`src/rtl/inst_buffer_pkg.sv`:
```
// Shared constants for the instruction buffer: flush causes, packet width and default depth.
package inst_buffer_pkg;

    localparam int unsigned INST_BUF_DEPTH   = 16;
    localparam int unsigned BPB_PACKET_WIDTH = 8;

    typedef enum logic {
        EXCEPTION                = 1'b0,
        FAILED_BRANCH_PREDICTION = 1'b1
    } flush_cause_e;

endpackage

```
`src/rtl/inst_buffer_if.sv`:
```
// Fetch-side push bus, decode-side output bus and pipeline control for inst_buffer.
interface inst_buffer_if #(
    parameter int unsigned AW    = 4,
    parameter int unsigned PKT_W = 8
);
    logic             flush;
    logic             flush_cause;
    logic             keep_ds;
    logic             stall;
    logic [1:0]       issue_cnt;
    logic             push_en1;
    logic             push_en2;
    logic [31:0]      push_inst1;
    logic [31:0]      push_inst2;
    logic [31:0]      push_addr1;
    logic [31:0]      push_addr2;
    logic [PKT_W-1:0] push_pkt1;
    logic [PKT_W-1:0] push_pkt2;
    logic             out_valid1;
    logic             out_valid2;
    logic [31:0]      out_inst1;
    logic [31:0]      out_inst2;
    logic [31:0]      out_addr1;
    logic [31:0]      out_addr2;
    logic [PKT_W-1:0] out_pkt1;
    logic [PKT_W-1:0] out_pkt2;
    logic             buf_full;
    logic [AW:0]      count;

    modport master (
        output flush, flush_cause, keep_ds, stall, issue_cnt,
        output push_en1, push_en2, push_inst1, push_inst2,
        output push_addr1, push_addr2, push_pkt1, push_pkt2,
        input  out_valid1, out_valid2, out_inst1, out_inst2,
        input  out_addr1, out_addr2, out_pkt1, out_pkt2, buf_full, count
    );

    modport slave (
        input  flush, flush_cause, keep_ds, stall, issue_cnt,
        input  push_en1, push_en2, push_inst1, push_inst2,
        input  push_addr1, push_addr2, push_pkt1, push_pkt2,
        output out_valid1, out_valid2, out_inst1, out_inst2,
        output out_addr1, out_addr2, out_pkt1, out_pkt2, buf_full, count
    );

endinterface

```
`src/rtl/inst_buf_ram.sv`:
```
// Instruction buffer storage: two synchronous write ports (port 2 wins on collision),
// two asynchronous read ports, no reset on the array.
module inst_buf_ram #(
    parameter int unsigned DEPTH = 16,
    parameter int unsigned AW    = 4,
    parameter int unsigned W     = 72
) (
    input  logic          clk,
    input  logic          we1,
    input  logic [AW-1:0] waddr1,
    input  logic [W-1:0]  wdata1,
    input  logic          we2,
    input  logic [AW-1:0] waddr2,
    input  logic [W-1:0]  wdata2,
    input  logic [AW-1:0] raddr1,
    output logic [W-1:0]  rdata1,
    input  logic [AW-1:0] raddr2,
    output logic [W-1:0]  rdata2
);

    logic [W-1:0] mem_q [DEPTH];
    logic [W-1:0] mem_d [DEPTH];

    always_comb begin
        mem_d = mem_q;
        if (we1) mem_d[waddr1] = wdata1;
        if (we2) mem_d[waddr2] = wdata2;
    end

    always_ff @(posedge clk) begin
        mem_q <= mem_d;
    end

    assign rdata1 = mem_q[raddr1];
    assign rdata2 = mem_q[raddr2];

endmodule

```
`src/rtl/inst_buffer.sv`:
```
// Dual-issue instruction FIFO between fetch and decode with delay-slot-preserving flush.
// Optional same-cycle push-to-output bypass enabled by defining INST_BUF_BYPASS_EN.
module inst_buffer
    import inst_buffer_pkg::*;
#(
    parameter int unsigned DEPTH = INST_BUF_DEPTH,
    parameter int unsigned AW    = $clog2(DEPTH),
    parameter int unsigned PKT_W = BPB_PACKET_WIDTH
) (
    input  logic         clk,
    input  logic         rst,
    inst_buffer_if.slave bus
);

    localparam int unsigned W = 64 + PKT_W;
    localparam logic [AW:0] FULL_LIMIT = (AW+1)'(DEPTH - 2);

    logic [AW-1:0] head_q, head_d, tail_q, tail_d;
    logic [AW:0]   count_q, count_d;
    logic [1:0]    issue_sat, pushes, pops;
    logic          push_ok, keep_head;
    logic          we1, we2;
    logic [AW-1:0] waddr1, waddr2;
    logic [W-1:0]  entry1, entry2, rdata1, rdata2;

    assign entry1 = {bus.push_pkt1, bus.push_addr1, bus.push_inst1};
    assign entry2 = {bus.push_pkt2, bus.push_addr2, bus.push_inst2};

    assign bus.buf_full = count_q > FULL_LIMIT;
    assign bus.count    = count_q;

    assign issue_sat = (bus.issue_cnt == 2'd3) ? 2'd2 : bus.issue_cnt;
    assign push_ok   = bus.push_en1 && !bus.buf_full;
    assign pushes    = !push_ok ? 2'd0 : (bus.push_en2 ? 2'd2 : 2'd1);
    assign pops      = bus.stall ? 2'd0 :
                       (count_q < (AW+1)'(issue_sat)) ? count_q[1:0] : issue_sat;
    assign keep_head = (bus.flush_cause == FAILED_BRANCH_PREDICTION) && bus.keep_ds
                       && (count_q != '0);

`ifdef INST_BUF_BYPASS_EN
    logic       bypass;
    logic [1:0] bp_req, bp_pops;

    assign bypass  = (count_q == '0) && bus.push_en1 && !bus.flush;
    assign bp_req  = bus.stall ? 2'd0 : issue_sat;
    assign bp_pops = (bp_req < pushes) ? bp_req : pushes;
`endif

    always_comb begin
        head_d  = head_q;
        tail_d  = tail_q;
        count_d = count_q;
        we1     = 1'b0;
        we2     = 1'b0;
        waddr1  = tail_q;
        waddr2  = tail_q + AW'(1);
        if (bus.flush) begin
            if (keep_head) begin
                tail_d  = head_q + AW'(1);
                count_d = (AW+1)'(1);
            end else begin
                head_d  = '0;
                tail_d  = '0;
                count_d = '0;
            end
        end else begin
`ifdef INST_BUF_BYPASS_EN
            // Entries consumed straight off the push bus never reach storage, so only
            // the unconsumed tail of the push is written and head stays put.
            if (bypass) begin
                we1     = (bp_pops == 2'd0);
                we2     = (pushes == 2'd2) && (bp_pops != 2'd2);
                waddr2  = (bp_pops == 2'd0) ? tail_q + AW'(1) : tail_q;
                tail_d  = tail_q + AW'(pushes - bp_pops);
                count_d = (AW+1)'(pushes - bp_pops);
            end else
`endif
            begin
                we1     = push_ok;
                we2     = push_ok && bus.push_en2;
                tail_d  = tail_q + AW'(pushes);
                head_d  = head_q + AW'(pops);
                count_d = count_q + (AW+1)'(pushes) - (AW+1)'(pops);
            end
        end
    end

    always_ff @(posedge clk) begin
        if (rst) begin
            head_q  <= '0;
            tail_q  <= '0;
            count_q <= '0;
        end else begin
            head_q  <= head_d;
            tail_q  <= tail_d;
            count_q <= count_d;
        end
    end

    inst_buf_ram #(
        .DEPTH (DEPTH),
        .AW    (AW),
        .W     (W)
    ) u_ram (
        .clk    (clk),
        .we1    (we1),
        .waddr1 (waddr1),
        .wdata1 (entry1),
        .we2    (we2),
        .waddr2 (waddr2),
        .wdata2 (entry2),
        .raddr1 (head_q),
        .rdata1 (rdata1),
        .raddr2 (head_q + AW'(1)),
        .rdata2 (rdata2)
    );

    always_comb begin
        bus.out_valid1 = count_q != '0;
        bus.out_valid2 = count_q > (AW+1)'(1);
        {bus.out_pkt1, bus.out_addr1, bus.out_inst1} = bus.out_valid1 ? rdata1 : '0;
        {bus.out_pkt2, bus.out_addr2, bus.out_inst2} = bus.out_valid2 ? rdata2 : '0;
`ifdef INST_BUF_BYPASS_EN
        if (bypass) begin
            bus.out_valid1 = 1'b1;
            bus.out_valid2 = bus.push_en2;
            {bus.out_pkt1, bus.out_addr1, bus.out_inst1} = entry1;
            {bus.out_pkt2, bus.out_addr2, bus.out_inst2} = bus.push_en2 ? entry2 : '0;
        end
`endif
    end

endmodule

```
`src/flat_wrapper.sv`:
```
// flat-port wrapper written by rule: the top's interface ports become plain ports
module inst_buffer_flat import inst_buffer_pkg::*;
#(
    parameter int unsigned DEPTH = INST_BUF_DEPTH,
    parameter int unsigned AW    = $clog2(DEPTH),
    parameter int unsigned PKT_W = BPB_PACKET_WIDTH
)
  (clk, rst, bus_flush, bus_flush_cause, bus_keep_ds, bus_stall, bus_issue_cnt, bus_push_en1, bus_push_en2, bus_push_inst1, bus_push_inst2, bus_push_addr1, bus_push_addr2, bus_push_pkt1, bus_push_pkt2, bus_out_valid1, bus_out_valid2, bus_out_inst1, bus_out_inst2, bus_out_addr1, bus_out_addr2, bus_out_pkt1, bus_out_pkt2, bus_buf_full, bus_count);
  inst_buffer_if #(.AW(AW), .PKT_W(PKT_W)) bus_i ();
  input  logic clk;
  input  logic rst;
  input wire logic [$bits(bus_i.flush)-1:0] bus_flush;
  input wire logic [$bits(bus_i.flush_cause)-1:0] bus_flush_cause;
  input wire logic [$bits(bus_i.keep_ds)-1:0] bus_keep_ds;
  input wire logic [$bits(bus_i.stall)-1:0] bus_stall;
  input wire logic [$bits(bus_i.issue_cnt)-1:0] bus_issue_cnt;
  input wire logic [$bits(bus_i.push_en1)-1:0] bus_push_en1;
  input wire logic [$bits(bus_i.push_en2)-1:0] bus_push_en2;
  input wire logic [$bits(bus_i.push_inst1)-1:0] bus_push_inst1;
  input wire logic [$bits(bus_i.push_inst2)-1:0] bus_push_inst2;
  input wire logic [$bits(bus_i.push_addr1)-1:0] bus_push_addr1;
  input wire logic [$bits(bus_i.push_addr2)-1:0] bus_push_addr2;
  input wire logic [$bits(bus_i.push_pkt1)-1:0] bus_push_pkt1;
  input wire logic [$bits(bus_i.push_pkt2)-1:0] bus_push_pkt2;
  output wire logic [$bits(bus_i.out_valid1)-1:0] bus_out_valid1;
  output wire logic [$bits(bus_i.out_valid2)-1:0] bus_out_valid2;
  output wire logic [$bits(bus_i.out_inst1)-1:0] bus_out_inst1;
  output wire logic [$bits(bus_i.out_inst2)-1:0] bus_out_inst2;
  output wire logic [$bits(bus_i.out_addr1)-1:0] bus_out_addr1;
  output wire logic [$bits(bus_i.out_addr2)-1:0] bus_out_addr2;
  output wire logic [$bits(bus_i.out_pkt1)-1:0] bus_out_pkt1;
  output wire logic [$bits(bus_i.out_pkt2)-1:0] bus_out_pkt2;
  output wire logic [$bits(bus_i.buf_full)-1:0] bus_buf_full;
  output wire logic [$bits(bus_i.count)-1:0] bus_count;
  assign bus_i.flush = bus_flush;
  assign bus_i.flush_cause = bus_flush_cause;
  assign bus_i.keep_ds = bus_keep_ds;
  assign bus_i.stall = bus_stall;
  assign bus_i.issue_cnt = bus_issue_cnt;
  assign bus_i.push_en1 = bus_push_en1;
  assign bus_i.push_en2 = bus_push_en2;
  assign bus_i.push_inst1 = bus_push_inst1;
  assign bus_i.push_inst2 = bus_push_inst2;
  assign bus_i.push_addr1 = bus_push_addr1;
  assign bus_i.push_addr2 = bus_push_addr2;
  assign bus_i.push_pkt1 = bus_push_pkt1;
  assign bus_i.push_pkt2 = bus_push_pkt2;
  assign bus_out_valid1 = bus_i.out_valid1;
  assign bus_out_valid2 = bus_i.out_valid2;
  assign bus_out_inst1 = bus_i.out_inst1;
  assign bus_out_inst2 = bus_i.out_inst2;
  assign bus_out_addr1 = bus_i.out_addr1;
  assign bus_out_addr2 = bus_i.out_addr2;
  assign bus_out_pkt1 = bus_i.out_pkt1;
  assign bus_out_pkt2 = bus_i.out_pkt2;
  assign bus_buf_full = bus_i.buf_full;
  assign bus_count = bus_i.count;
  inst_buffer #(.DEPTH(DEPTH), .AW(AW), .PKT_W(PKT_W)) u_core (.clk(clk), .rst(rst), .bus(bus_i));
endmodule
```
`config.mk`:
```
export PLATFORM = sky130hd
export DESIGN_NAME = inst_buffer_flat
export DESIGN_NICKNAME = d
export VERILOG_FILES = /design/src/rtl/inst_buffer_pkg.sv /design/src/rtl/inst_buffer_if.sv /design/src/rtl/inst_buf_ram.sv /design/src/rtl/inst_buffer.sv /design/src/flat_wrapper.sv
export SDC_FILE = /design/constraint.sdc
export NUM_CORES = 2
export LEC_CHECK = 0
export BUFFER_PORTS_ARGS = -buffer_cell sky130_fd_sc_hd__buf_2
export CELL_PAD_IN_SITES_DETAIL_PLACEMENT = 1
export CELL_PAD_IN_SITES_GLOBAL_PLACEMENT = 1
export CORE_AREA = 2 2 411 413
export CTS_CLUSTER_DIAMETER = 200
export CTS_CLUSTER_SIZE = 25
export DETAILED_ROUTE_END_ITERATION = 10
export DIE_AREA = 0 0 413 415
export PLACE_DENSITY = 0.71
export SYNTH_ARGS = -nofsm -noshare
export SYNTH_HDL_FRONTEND = slang
export SYNTH_SLANG_ARGS = --single-unit
```
`constraint.sdc`:
```
create_clock -name clk -period 3.8 [get_ports clk]
set_clock_uncertainty 0.05 [all_clocks]
set_input_delay 0.19 -clock clk [delete_from_list [all_inputs] [get_ports clk]]
set_output_delay 0.19 -clock clk [all_outputs]
set_load 0.01 [all_outputs]
```
[After elaboration in Yosys (flattened, before gate mapping)]
Index checks and enable logic that the tools add are counted.
Operators by class
  $add $sub $neg: 6
  order comparisons: 9
  equal/unequal tests: 2
  multiplexer cells: 29
  bitwise operators: 4
  reductions and logical operators: 8
Operator list (number)
  $bwmux W1152: 2
  $mux W1152: 2
  $bmux W72 S4: 2
  $demux W72 S4: 2
  $mux W72: 8
  $ge A5 B5 Y1 const B: 4
  $not A4 Y5: 4
  $mux W4: 4
  $lt A5 B1 Y1 const B: 2
  $mux W2: 5
  $add A4 B1 Y4 const B: 2
  $add A4 B2 Y4: 2
  $logic_and A1 B1 Y1: 6
  $add A5 B2 Y5: 1
  $gt A5 B1 Y1 const B: 1
  $gt A5 B4 Y1 const B: 1
  $lt A5 B2 Y1: 1
  $mux W5: 1
  $reduce_bool A5 Y1: 1
  $sub A5 B2 Y5: 1
  $mux W1: 3
  $eq A2 B2 Y1 const B: 1
  $ne A2 B2 Y1 const B: 1
  $logic_not A1 Y1: 1
Word-level totals
  register bits: 1165
  output and inout bits: 152
  logic and storage cells: 77

[Depth between registers and ports, before layout]
  word-level depth: 9
  depth in mapped cells: 17
  mapped depth without buffers: 13

[Cells and area by module]
Synthesis repeated with hierarchy kept, for this count alone.
Unflattened totals
  cell total of the unflattened synthesis: 8493
  area total of the unflattened synthesis: 71348.4 um^2
Modules (own cells, without submodules)
  inst_buf_ram: times used 1, cells each 8204, area an instance 69320.2 um^2, sequential area each 23062.1 um^2
  inst_buffer: times used 1, cells each 289, area an instance 2028.2 um^2, sequential area each 260.2 um^2

[Worst setup path after synthesis]
Ideal clock, no wire load.
  kind: reg2reg
  from: register u_core.count_q[4], in the netlist u_core.bus.count[4]
  to: register u_core.count_q[4], in the netlist u_core.bus.count[4]
  arrival time: 3639 ps
  required time: 3622 ps
  setup slack: -18 ps
  cell stages (with the launch flop): 15
  path buffers: 2
  period minus slack after synthesis: 3818 ps
  path through: dfxtp_1 buf_2 inv_1 clkbuf_1 ha_1 or4b_2 a221oi_1 xnor2_1 ha_1 inv_1 fa_1 nand2b_1 a21oi_1 or3_1 a21oi_1
Between the ends
  word-level cells in the longest chain between the ends: 7
  elaborated cells between the ends (all ways): 10
  classes of those cells: add/sub (2); order compare (2); mux (4); reduce/logical (2)
Ends and longest elaborated chain
  start: declaration: RTL line inst_buffer.sv:19  | logic [AW:0] count_q, count_d;
  start signal: assignment: RTL line inst_buffer.sv:96  | count_q <= count_d;
  $gt A5 B4 Y1: RTL line inst_buffer.sv:29  | assign bus.buf_full = count_q > FULL_LIMIT;
  $logic_not A1 Y1: RTL line inst_buffer.sv:33  | assign push_ok = bus.push_en1 && !bus.buf_full;
  $logic_and A1 B1 Y1: RTL line inst_buffer.sv:33
  $mux W2: RTL line inst_buffer.sv:34  | assign pushes = !push_ok ? 2'd0 : (bus.push_en2 ? 2'd2 : 2'd1);
  $add A5 B2 Y5: RTL line inst_buffer.sv:83  | count_d = count_q + (AW+1)'(pushes) - (AW+1)'(pops);
  $sub A5 B2 Y5 (*): RTL line inst_buffer.sv:83
  $mux W5 (*): RTL line inst_buffer.sv:57  | if (bus.flush) begin
Mark *: on every way between the ends. The rest lies on a longest branch, timed or not.
A chain may end at the register's enable or synchronous reset.

[Worst setup path in the final report]
  from: register u_core.head_q[0]
  to: output bus_out_inst2[7]
Between the ends
  word-level cells in the longest chain between the ends: 6
Ends and longest elaborated chain
  start: declaration: RTL line inst_buffer.sv:18  | logic [AW-1:0] head_q, head_d, tail_q, tail_d;
  start signal: assignment: RTL line inst_buffer.sv:90  | head_q <= '0;
  start signal: assignment: RTL line inst_buffer.sv:94  | head_q <= head_d;
  $add A4 B1 Y4: RTL line inst_buffer.sv:114  | .raddr2 (head_q + AW'(1)),
  $not A4 Y5 (implied by the code): RTL line inst_buf_ram.sv:35  | assign rdata2 = mem_q[raddr2];
  $bmux W72 S4: RTL line inst_buf_ram.sv:35
  $mux W72 (implied by the code) (2 in a row): RTL line inst_buf_ram.sv:35
  $mux W72: RTL line inst_buffer.sv:122  | {bus.out_pkt2, bus.out_addr2, bus.out_inst2} = bus.out_valid2 ? rdata2 : '0;
  end: declaration: RTL line flat_wrapper.sv:28  | output wire logic [$bits(bus_i.out_inst2)-1:0] bus_out_inst2;
Every way passes these cells. The select of a mux whose other input is x is not followed.

==> metrics.txt <==
Hold Path Cell Cnt 6; share of cells above drive strength 1 21.7%; routed len/inst 30.4 um; Final Hold Fails 0; Design Area, Final 0.0737 sq mm; WS Path Type register to output pin; Total Power 0.0423 W; TritonCTS Buffers 52; DRT iter0 DRCs 7,214; vias 60,600; post-synthesis adder-cell area fraction 0.365%; simple-gate share of the synthesized area 13.2%; post-synthesis compound-gate area fraction 11.3%; I/O Buffers 305; Ports 306; initial core utilization 39.9%; Synth Instances 7,049; final setup TNS 0 ns; GPL Wtd Cong 0.820; placed instance count 8,961; Synth Cell Area 0.0664 sq mm; ys async rst share 0%; reg2reg setup slack 0.12 ns; worst hold endpoint u_core.head_q[0]; Startpoint Class register; Non-Filler Instances 9,249; Slew Limit Fails 0; warnings from Yosys 0; 1st-pass router iterations 6; Yosys reg bits 1,165; Synth top cells by count 1,490 x nand2_1, 1,165 x dfxtp_1, 731 x nor2_1; Tcrit/Tclk final 99.8%; initial antenna violation count 10; status complete, no violations; crit-path max cell delay 0.55 ns; Reg-to-Reg End u_core.u_ram.mem_q[0]; area growth from synthesis to layout 11.0%; Max clock buf depth 3; sequential fraction of the synthesis area 35.1%; EDFF count, synth 0; count leader, synth nand2_1; Worst Tran Pin Value 1.27 ns; Critical Path Sink Type output pin; Sink Count 1,165; combinational family with the most area after synthesis multiplexers; total gr overflow 0; crit path DAT 3.55 ns; final wirelength 281,000 um; Worst Path Max Fanout 29; CTS tree built; pin count of the biggest net entering global routing 147; most frequent CP cell buf_12; worst reg2reg path depth 8; DP Area 0.0700 sq mm; max-cap check violation count 0; critical path, cell by cell ha_4, buf_12, buf_12, mux4_2, mux2i_1, o22ai_2, buf_2; Rows 150; vias in the first global route 61,900; CP max stage cell mux4_2; core footprint 0.167 sq mm; Detailed Place HPWL 158,000 um; Synth Flop Type dfxtp_1; Netlist cell types 59; final setup violation count 0; syn_area_per_cell 9.43 sq um; first-pass GRT wire length 411,000 um; Leakage 28.0 nW; fin crit period 3.79 ns; Area contributors post-synth dfxtp_1 35%, mux4_2 20%, nand2_1 8.4%; cell taking the most area after synthesis dfxtp_1; Hold Path Class input port to register; latest clock arrival within the worst-skew pair 0.71 ns; mux cell area share after synthesis 35.0%; Synth Net Count 7,220; Critical R2R Launch u_core.bus.count[2]; Clock Pin Slew Worst Setup and Hold Paths 0.12 ns; Power Density 573 mW/mm^2; FMAX 0.264 GHz; Die Y 415 um; root buffer cell clkbuf_16; Die Area 0.171 sq mm; Vias/cell 6.55; post-synthesis xor/xnor area fraction 0.0923%; Routed Antenna Nets 0; Finished Core Util 44.2%; share of the synthesized area in the top cell type 35.1%; H-tree depth 2; relative slew slack 15.6%; VDD IR max 0.000600 V; nets@finish 7,210; Die W 413 um; drt drc 0; overall global routing resource usage 31.7%; hold wc startpoint bus_issue_cnt[0]; Required @ worst endpoint 3.56 ns
[layer usage]
metal	global-route usage, %	wire [um]	vias to the layer above
li1	-	-	25400
met1	43.3	115000	31400
met2	49.6	128000	3226
met3	5.15	25500	638
met4	13.1	12700	8
met5	0	53	-
[what timing repair did]
action                                  4_1_cts  5_1_grt
hold buffers                                218        0
pin swaps                                     1        1
gates resized for setup                      10       13
setup buffers                                 2        8
endpoints found under the setup margin       24       31
hold endpoints to repair                   1160        0
[per-stage QoR]
stage                     setup slack [ns]  hold slack (ns)
after floorplan                      0.156            0.212
after global placement               0.473            0.394
after detailed placement             0.506            0.410
after CTS                           0.0115           0.0295
after global routing               -0.0100           0.0832
final                              0.00804           0.0719
[worst max-delay path by stage]
stage | startpoint | depth (start not counted) | slack (ns) | endpoint
floorplan | u_core.bus.count[4] | 14 | 0.16 | u_core.bus.count[4]
global placement | u_core.bus.count[1] | 11 | 0.47 | u_core.bus.count[3]
detailed placement | u_core.bus.count[1] | 11 | 0.51 | u_core.bus.count[3]
CTS | u_core.bus.count[2] | 9 | 0.01 | bus_out_inst2[0]
global route | u_core.head_q[0] | 7 | -0.01 | bus_out_inst2[7]
finish | u_core.head_q[0] | 7 | 0.008 | bus_out_inst2[7]
[kinds of logic (layout without fill, tap and decap cells)]
group | count (synthesis) | count (layout)
other | 0 | 5
adder cells (fa/ha/maj) | 17 | 17
AND/OR/NAND/NOR | 2276 | 2276
flip-flops | 1165 | 1165
multiplexers | 1546 | 1546
XOR/XNOR | 7 | 7
AO/OA/AOI/OAI | 1255 | 1255
buffers and inverters | 783 | 774
[power by group]
part           internal (W)  switching (W)  total (W)
Clock               0.00252        0.00432    0.00683
Combinational       0.00887         0.0109     0.0197
Sequential           0.0141        0.00157     0.0157
[final cells by class]
| cell class | count | area [sq um] |
|---|---|---|
| Multi-Input combinational cell | 5101 | 40300 |
| Clock inverter | 1 | 11.3 |
| Clock buffer | 54 | 1330 |
| Inverter | 20 | 75.1 |
| Fill cell | 18700 | 92900 |
| Sequential cell | 1165 | 23300 |
| Tap cell | 2204 | 2760 |
| Antenna cell | 5 | 12.5 |
| Timing Repair Buffer | 699 | 5940 |
[critical path, delay by kind of cell (launching register included)]
family	cells	cell delay, ns
DFF	1	0.47
muxes	2	0.83
buffers and inverters	3	0.77
AOI/OAI and AO/OA	1	0.21
adders and majority gates	1	0.49
[flip-flops by register name (all words and copies together), names as in the netlist]
name                flops
u_core.head_q           4
u_core.tail_q           4
u_core.bus.count        5
u_core.u_ram.mem_q   1152
[cells in the final DEF, fill, tap and decap left out, drive strengths merged, types with 5 or more instances in the layout]
cell,count
nand2,1490
and3b,5
a21oi,245
o22ai,147
mux2i,538
o211ai,11
mux2,432
ha,13
o21ai,221
xnor2,5
a31oi,595
dlygate4sd3,218
buf,481
clkbuf,54
diode,5
nor2,731
mux4,576
a211oi,14
dfxtp,1165
or4b,5
nand3,6
o2111ai,10
inv,21
Note: power is estimated with default switching activity, not from simulation.
